[src/rtl/fetch_queue.sv]
`default_nettype none
// ============================================================================
//  Module   : fetch_queue
//  Purpose  : Instruction fetch unit. It issues one memory request at a time,
//             queues the returned words with their PCs for decode, and
//             discards stale responses after a redirect.
//  Revision : 1.0  initial release
// ============================================================================
module fetch_queue #(
  parameter int          N        = 64,
  parameter int          DEPTH    = 4,
  parameter logic [N-1:0] RESET_PC = '0
) (
  input  logic                     clk,
  input  logic                     reset,
  input  logic                     PCSrc_F,
  input  logic [N-1:0]             PCBranch_F,
  output logic [N-1:0]             imem_addr_F,
  output logic                     imem_req_valid,
  input  logic                     imem_req_ready,
  input  logic                     imem_rsp_valid,
  input  logic [31:0]              imem_rsp_data,
  output logic                     instr_valid_D,
  output logic [31:0]              instr_D,
  output logic [N-1:0]             pc_D,
  input  logic                     instr_ready_D,
  output logic [$clog2(DEPTH):0]   q_count
);

  localparam int PW = $clog2(DEPTH);
  localparam int CW = PW + 1;

  typedef enum logic [1:0] {
    ST_REQ  = 2'd0,  // free to issue a request
    ST_WAIT = 2'd1,  // one request outstanding, response will be queued
    ST_KILL = 2'd2   // one request outstanding, response will be dropped
  } state_t;

  state_t          state_q, state_d;
  logic [N-1:0]    pc_q, pc_d;
  logic [N-1:0]    req_pc_q, req_pc_d;
  logic [PW-1:0]   head_q, head_d;
  logic [PW-1:0]   tail_q, tail_d;
  logic [CW-1:0]   count_q, count_d;
  logic [N-1:0]    ent_pc_q    [DEPTH];
  logic [N-1:0]    ent_pc_d    [DEPTH];
  logic [31:0]     ent_instr_q [DEPTH];
  logic [31:0]     ent_instr_d [DEPTH];

  logic            handshake;
  logic            push;
  logic            pop;
  logic            unused_pcbranch_low;

  // Redirect targets are word aligned, so the low target bits are dropped.
  assign unused_pcbranch_low = ^PCBranch_F[1:0];

  // Request, push and pop qualifiers; a redirect cancels both queue updates.
  always_comb begin
    imem_req_valid = reset && (state_q == ST_REQ) && (count_q < CW'(DEPTH));
    handshake      = imem_req_valid && imem_req_ready;
    push           = (state_q == ST_WAIT) && imem_rsp_valid && !PCSrc_F;
    pop            = (count_q != '0) && instr_ready_D && !PCSrc_F;
    imem_addr_F    = pc_q;
    instr_valid_D  = (count_q != '0);
    instr_D        = ent_instr_q[head_q];
    pc_D           = ent_pc_q[head_q];
    q_count        = count_q;
  end

  // Next-state logic for the FSM, PC, pointers and occupancy.
  always_comb begin
    state_d  = state_q;
    pc_d     = pc_q;
    req_pc_d = req_pc_q;
    head_d   = head_q;
    tail_d   = tail_q;
    count_d  = count_q;
    if (PCSrc_F) begin
      pc_d    = {PCBranch_F[N-1:2], 2'b00};
      count_d = '0;
      head_d  = '0;
      tail_d  = '0;
      case (state_q)
        ST_WAIT, ST_KILL: state_d = imem_rsp_valid ? ST_REQ : ST_KILL;
        default:          state_d = handshake ? ST_KILL : ST_REQ;
      endcase
    end else begin
      case (state_q)
        ST_REQ: begin
          if (handshake) begin
            req_pc_d = pc_q;
            pc_d     = pc_q + {{(N-3){1'b0}}, 3'd4};
            state_d  = ST_WAIT;
          end
        end
        ST_WAIT: if (imem_rsp_valid) state_d = ST_REQ;
        ST_KILL: if (imem_rsp_valid) state_d = ST_REQ;
        default: state_d = ST_REQ;
      endcase
      if (push) tail_d = tail_q + 1'b1;
      if (pop)  head_d = head_q + 1'b1;
      case ({push, pop})
        2'b10:   count_d = count_q + 1'b1;
        2'b01:   count_d = count_q - 1'b1;
        default: count_d = count_q;
      endcase
    end
  end

  // Queue storage: write the returned word and its PC at the tail on a push.
  always_comb begin
    for (int i = 0; i < DEPTH; i++) begin
      ent_pc_d[i]    = ent_pc_q[i];
      ent_instr_d[i] = ent_instr_q[i];
    end
    if (push) begin
      ent_pc_d[tail_q]    = req_pc_q;
      ent_instr_d[tail_q] = imem_rsp_data;
    end
  end

  // State registers with asynchronous active-low reset.
  always_ff @(posedge clk or negedge reset) begin
    if (!reset) begin
      state_q  <= ST_REQ;
      pc_q     <= RESET_PC;
      req_pc_q <= '0;
      head_q   <= '0;
      tail_q   <= '0;
      count_q  <= '0;
      for (int i = 0; i < DEPTH; i++) begin
        ent_pc_q[i]    <= '0;
        ent_instr_q[i] <= '0;
      end
    end else begin
      state_q  <= state_d;
      pc_q     <= pc_d;
      req_pc_q <= req_pc_d;
      head_q   <= head_d;
      tail_q   <= tail_d;
      count_q  <= count_d;
      for (int i = 0; i < DEPTH; i++) begin
        ent_pc_q[i]    <= ent_pc_d[i];
        ent_instr_q[i] <= ent_instr_d[i];
      end
    end
  end

endmodule
`default_nettype wire

[config.mk]
export PLATFORM = sky130hd
export DESIGN_NAME = fetch_queue
export DESIGN_NICKNAME = d
export VERILOG_FILES = /design/src/rtl/fetch_queue.sv
export SDC_FILE = /design/constraint.sdc
export NUM_CORES = 1
export LEC_CHECK = 0
export ABC_AREA = 1
export CAP_MARGIN = 20
export CORE_MARGIN = 1
export CORE_UTILIZATION = 35
export DETAILED_ROUTE_END_ITERATION = 10
export PLACE_DENSITY = 0.57
export SYNTH_ARGS = -nofsm -noshare
export SYNTH_HDL_FRONTEND = slang
export SYNTH_SLANG_ARGS = --single-unit
[constraint.sdc]
create_clock -name clk -period 4.3 [get_ports clk]
set_input_delay 0.645 -clock clk [delete_from_list [all_inputs] [get_ports clk]]
set_output_delay 0.645 -clock clk [all_outputs]
set_load 0.1 [all_outputs]
==> results.sh <==
export IMPL_use_met3=0.0384
export IMPL_tightest_slew_ns=1.09
export IMPL_gp_congestion=0.876
export IMPL_root_buffer="clkbuf_16"
export IMPL_max_clock_path_buffers=3
export IMPL_drcViolationCount=0
export IMPL_die_area_sq_um=68600
export IMPL_crit_required_ns=3.65
export IMPL_power_frac_clock=0.222
export IMPL_overflow=0
export IMPL_drv_slew=0
export IMPL_crit_arrival_ns=2.90
export IMPL_grt_max_degree=189
export IMPL_whs_endpoint="ent_pc_q[102]$_DFFE_PN0P_"
export IMPL_setup_worst_path_class="flop to output port"
export IMPL_syn_area_per_cell_sq_um=8.25
export IMPL_path_delay_family="buffers and inverters"
export IMPL_yosysWarnings=0
export IMPL_num_vias=20500
export IMPL_hold_viol=0
export IMPL_reg2reg_depth=9
export IMPL_setup_violations=0
export IMPL_cts_sinks=509
export IMPL_use_met2=0.332
export IMPL_cp_buffers_inverters=3
export IMPL_p_leak_nw=12.8
export IMPL_area_growth_pct=20.2
export IMPL_start_util=0.356
export IMPL_p_comb_frac=0.479
export IMPL_antenna_found_initial=1
export IMPL_p_seq_frac=0.299
export IMPL_clkTransAtPathRegs_ns=0.06
export IMPL_nFillCells=6522
export IMPL_grt_pass1_vias=19800
export IMPL_setup_tns_ns=0
export IMPL_power_switching_mw=10.7
export IMPL_coreArea_sq_um=66300
export IMPL_io_buffer_count=260
export IMPL_relSlewSlack=0.272
export IMPL_min_period_ns=3.55
export IMPL_hp_start="ent_pc_q[102]$_DFFE_PN0P_"
export IMPL_die_y_um=262
export IMPL_rsz0062_at_grt="no"
export IMPL_grt_pass1_wl_um=115000
export IMPL_cellPowerDensity_nw_per_um2=752
export IMPL_critPathSlowestCell="inv_6"
export IMPL_crit_chain="inv_6 -> buf_4 -> o21ai_0 -> o22ai_1 -> buf_4"
export IMPL_setup_ws_ns=0.751
export IMPL_finalNonFillerCells=3936
export IMPL_row_count=94
export IMPL_max_freq_mhz=282
export IMPL_rr_startpoint="state_q[0]$_DFFE_PN0P_"
export IMPL_antenna_left=0
export IMPL_cp_start_kind="flop"
export IMPL_die_w_um=262
export IMPL_dpl_cell_count=3837
export IMPL_vdd_drop_max_uv=408
export IMPL_postCtsSetupRepairBufs=0
export IMPL_layout_drive_gt1_share=0.0811
export IMPL_synth_area_sq_um=23600
export IMPL_swShare=0.499
export IMPL_cts_inserted_buffers=56
export IMPL_endpoint_kind="output port"
export IMPL_grt_busiest_layer="met2"
export IMPL_drt_iter0_markers=1779
export IMPL_grt_use_total=0.216
export IMPL_status="complete, no violations"
export IMPL_syn_inst=2865
export IMPL_viasPerCell=5.21
export IMPL_finalCritPeriodShare=0.825
export IMPL_maxCapViolations=0
export IMPL_drt_pass1_iterations=6
export IMPL_tritoncts="built"
export IMPL_synth_seq_area_share=0.539
export IMPL_use_met1=0.307
export IMPL_path_common_cell="buf_4"
export IMPL_worst_r2r_endpoint="imem_addr_F[27]$_DFFE_PN0P_"
export IMPL_routed_wl_um=73900
export IMPL_wl_per_cell_um=18.8
export IMPL_skew_ns=0.0291
export IMPL_synthDistinctLibCells=42
export IMPL_post_place_ws_ns=1.07
export IMPL_rrSetupSlack_ns=1.45
export IMPL_internal_power_mw=10.7
export IMPL_cpPeakStageDelay_ns=0.53
export IMPL_ios=267
export IMPL_diodes=0
export IMPL_hpwl_um=46600
export IMPL_ys_ff_latch=509
export IMPL_layout_nets=3142
export IMPL_critical_path_max_fanout=103
export IMPL_p_total_mw=21.4
export IMPL_min_delay_path_class="flop to flop"
export IMPL_hold_depth=2
export IMPL_cts_max_level=2
export IMPL_clkLatencyLatePin_ns=0.62
export IMPL_worstSetupPathDepth=5
cells by family after synthesis:
| group | share of synthesized area |
|---|---|
| compound gates | 0.183 |
| xor+xnor | 0.00556 |
| simple gates | 0.196 |
| flops | 0.539 |
| fa+ha+maj | 0.00455 |
| other cells | 0.000159 |
| buf+inv | 0.0719 |
metrics by stage:
step                      hold WS [ns]  instance area, sq um   util
after floorplan                  0.349                 23600      -
after global placement           0.459                 26600  0.401
after detailed placement         0.463                 26600  0.401
after CTS                        0.478                 28400  0.428
after global routing             0.495                 28400  0.428
final                            0.475                 28400  0.428
tightest hold or removal path, delay by kind of cell (launching register included):
family	cells	cell delay [ns]
flip-flops	1	0.33
AND/OR/NAND/NOR	1	0.06
AO/OA/AOI/OAI	1	0.05
Yosys cell counts:
| library cell | count | share of area |
|---|---|---|
| inv_2 | 2 | 0.00032 |
| fa_1 | 1 | 0.00085 |
| xor2_1 | 7 | 0.0026 |
| nor2_4 | 2 | 0.00095 |
| a31oi_1 | 1 | 0.00026 |
| o21a_1 | 4 | 0.0013 |
| o211ai_1 | 17 | 0.0054 |
| nand3_1 | 63 | 0.013 |
| clkinv_1 | 1 | 0.00016 |
| nand4_1 | 17 | 0.0045 |
| nand2_1 | 700 | 0.11 |
| nor3_4 | 1 | 0.00069 |
| nor2_1 | 354 | 0.056 |
| a211oi_1 | 2 | 0.00064 |
| buf_4 | 4 | 0.0013 |
| dfrtp_1 | 509 | 0.54 |
| nand3b_1 | 7 | 0.0022 |
| and2_1 | 1 | 0.00026 |
| buf_2 | 40 | 0.0085 |
| a21oi_1 | 20 | 0.0042 |
| buf_6 | 38 | 0.018 |
| o22ai_1 | 96 | 0.025 |
| clkbuf_1 | 94 | 0.015 |
| nand2_2 | 1 | 0.00026 |
| o21ai_1 | 271 | 0.057 |
| nor3_2 | 1 | 0.00042 |
| buf_1 | 6 | 0.00095 |
| nand2_4 | 4 | 0.0019 |
| o21ai_2 | 20 | 0.0074 |
| o21ai_0 | 365 | 0.077 |
| o221a_2 | 1 | 0.00048 |
| ha_1 | 7 | 0.0037 |
| a22o_1 | 3 | 0.0011 |
| or2_0 | 1 | 0.00026 |
| inv_1 | 174 | 0.028 |
| xnor2_1 | 8 | 0.0030 |
| nor2_2 | 8 | 0.0021 |
| a22oi_1 | 1 | 0.00032 |
| o21bai_1 | 3 | 0.00095 |
| o2111ai_1 | 2 | 0.00074 |
| conb_1 | 1 | 0.00016 |
| nor3_1 | 7 | 0.0015 |
worst max path at each step:
stage	start	to	slack (ns)
after floorplan	head_q[0]$_DFFE_PN0P_	pc_D[58]	0.95
after global placement	reset	imem_addr_F[56]$_DFFE_PN0P_	1.07
after detailed placement	reset	imem_addr_F[27]$_DFFE_PN0P_	1.07
after CTS	head_q[0]$_DFFE_PN0P_	instr_D[23]	0.71
after global routing	head_q[0]$_DFFE_PN0P_	instr_D[26]	0.60
final	head_q[0]$_DFFE_PN0P_	instr_D[23]	0.75
cells in the final DEF (no fill, tap or decap), types with 22 or more instances in the layout:
master	Yosys	layout
nand2_1	700	700
dfrtp_1	509	507
o21ai_0	365	365
nor2_1	354	353
o21ai_1	271	271
inv_1	174	173
clkdlybuf4s50_1	0	163
buf_4	4	100
o22ai_1	96	96
nand3_1	63	63
clkbuf_16	0	58
buf_12	0	22
registers in the layout, indices dropped and copies added (netlist names):
name,flops
imem_addr_F,62
q_count,3
tail_q,2
state_q,2
head_q,2
ent_pc_q,248
req_pc_q,62
ent_instr_q,128
per-layer routing:
metal / share of wire / vias up / routed length (um)
li1: - / 9792 / -
met1: 0.45 / 9825 / 33400
met2: 0.45 / 750 / 33200
met3: 0.070 / 119 / 5180
met4: 0.029 / 2 / 2140
met5: 0.00022 / - / 16
power groups by stage:
stage               Combinational (mW)  Sequential [mW]  Clock, mW
global placement                  10.2             6.41          0
detailed placement                10.3             6.45          0
global route                      10.8             6.48       5.06
CTS                               10.3             6.36       4.88
finish                            10.2             6.38       4.74
floorplan                         6.85             7.06          0
timing repair:
action                                 CTS  global route
resized for setup                        0             0
hold buffers                             1             0
endpoints found under the hold margin   40             0
cell type report:
class | instances | area [sq um] | area share
sequential | 509 | 12700 | 0.449
multi-input combinational | 2000 | 9250 | 0.326
timing repair buffer | 288 | 2850 | 0.100
clock buffer | 88 | 1680 | 0.0593
tap | 864 | 1080 | 0.0381
inverter | 177 | 671 | 0.0236
clock inverter | 10 | 120 | 0.00423
Power figures use the tool's default switching activity.
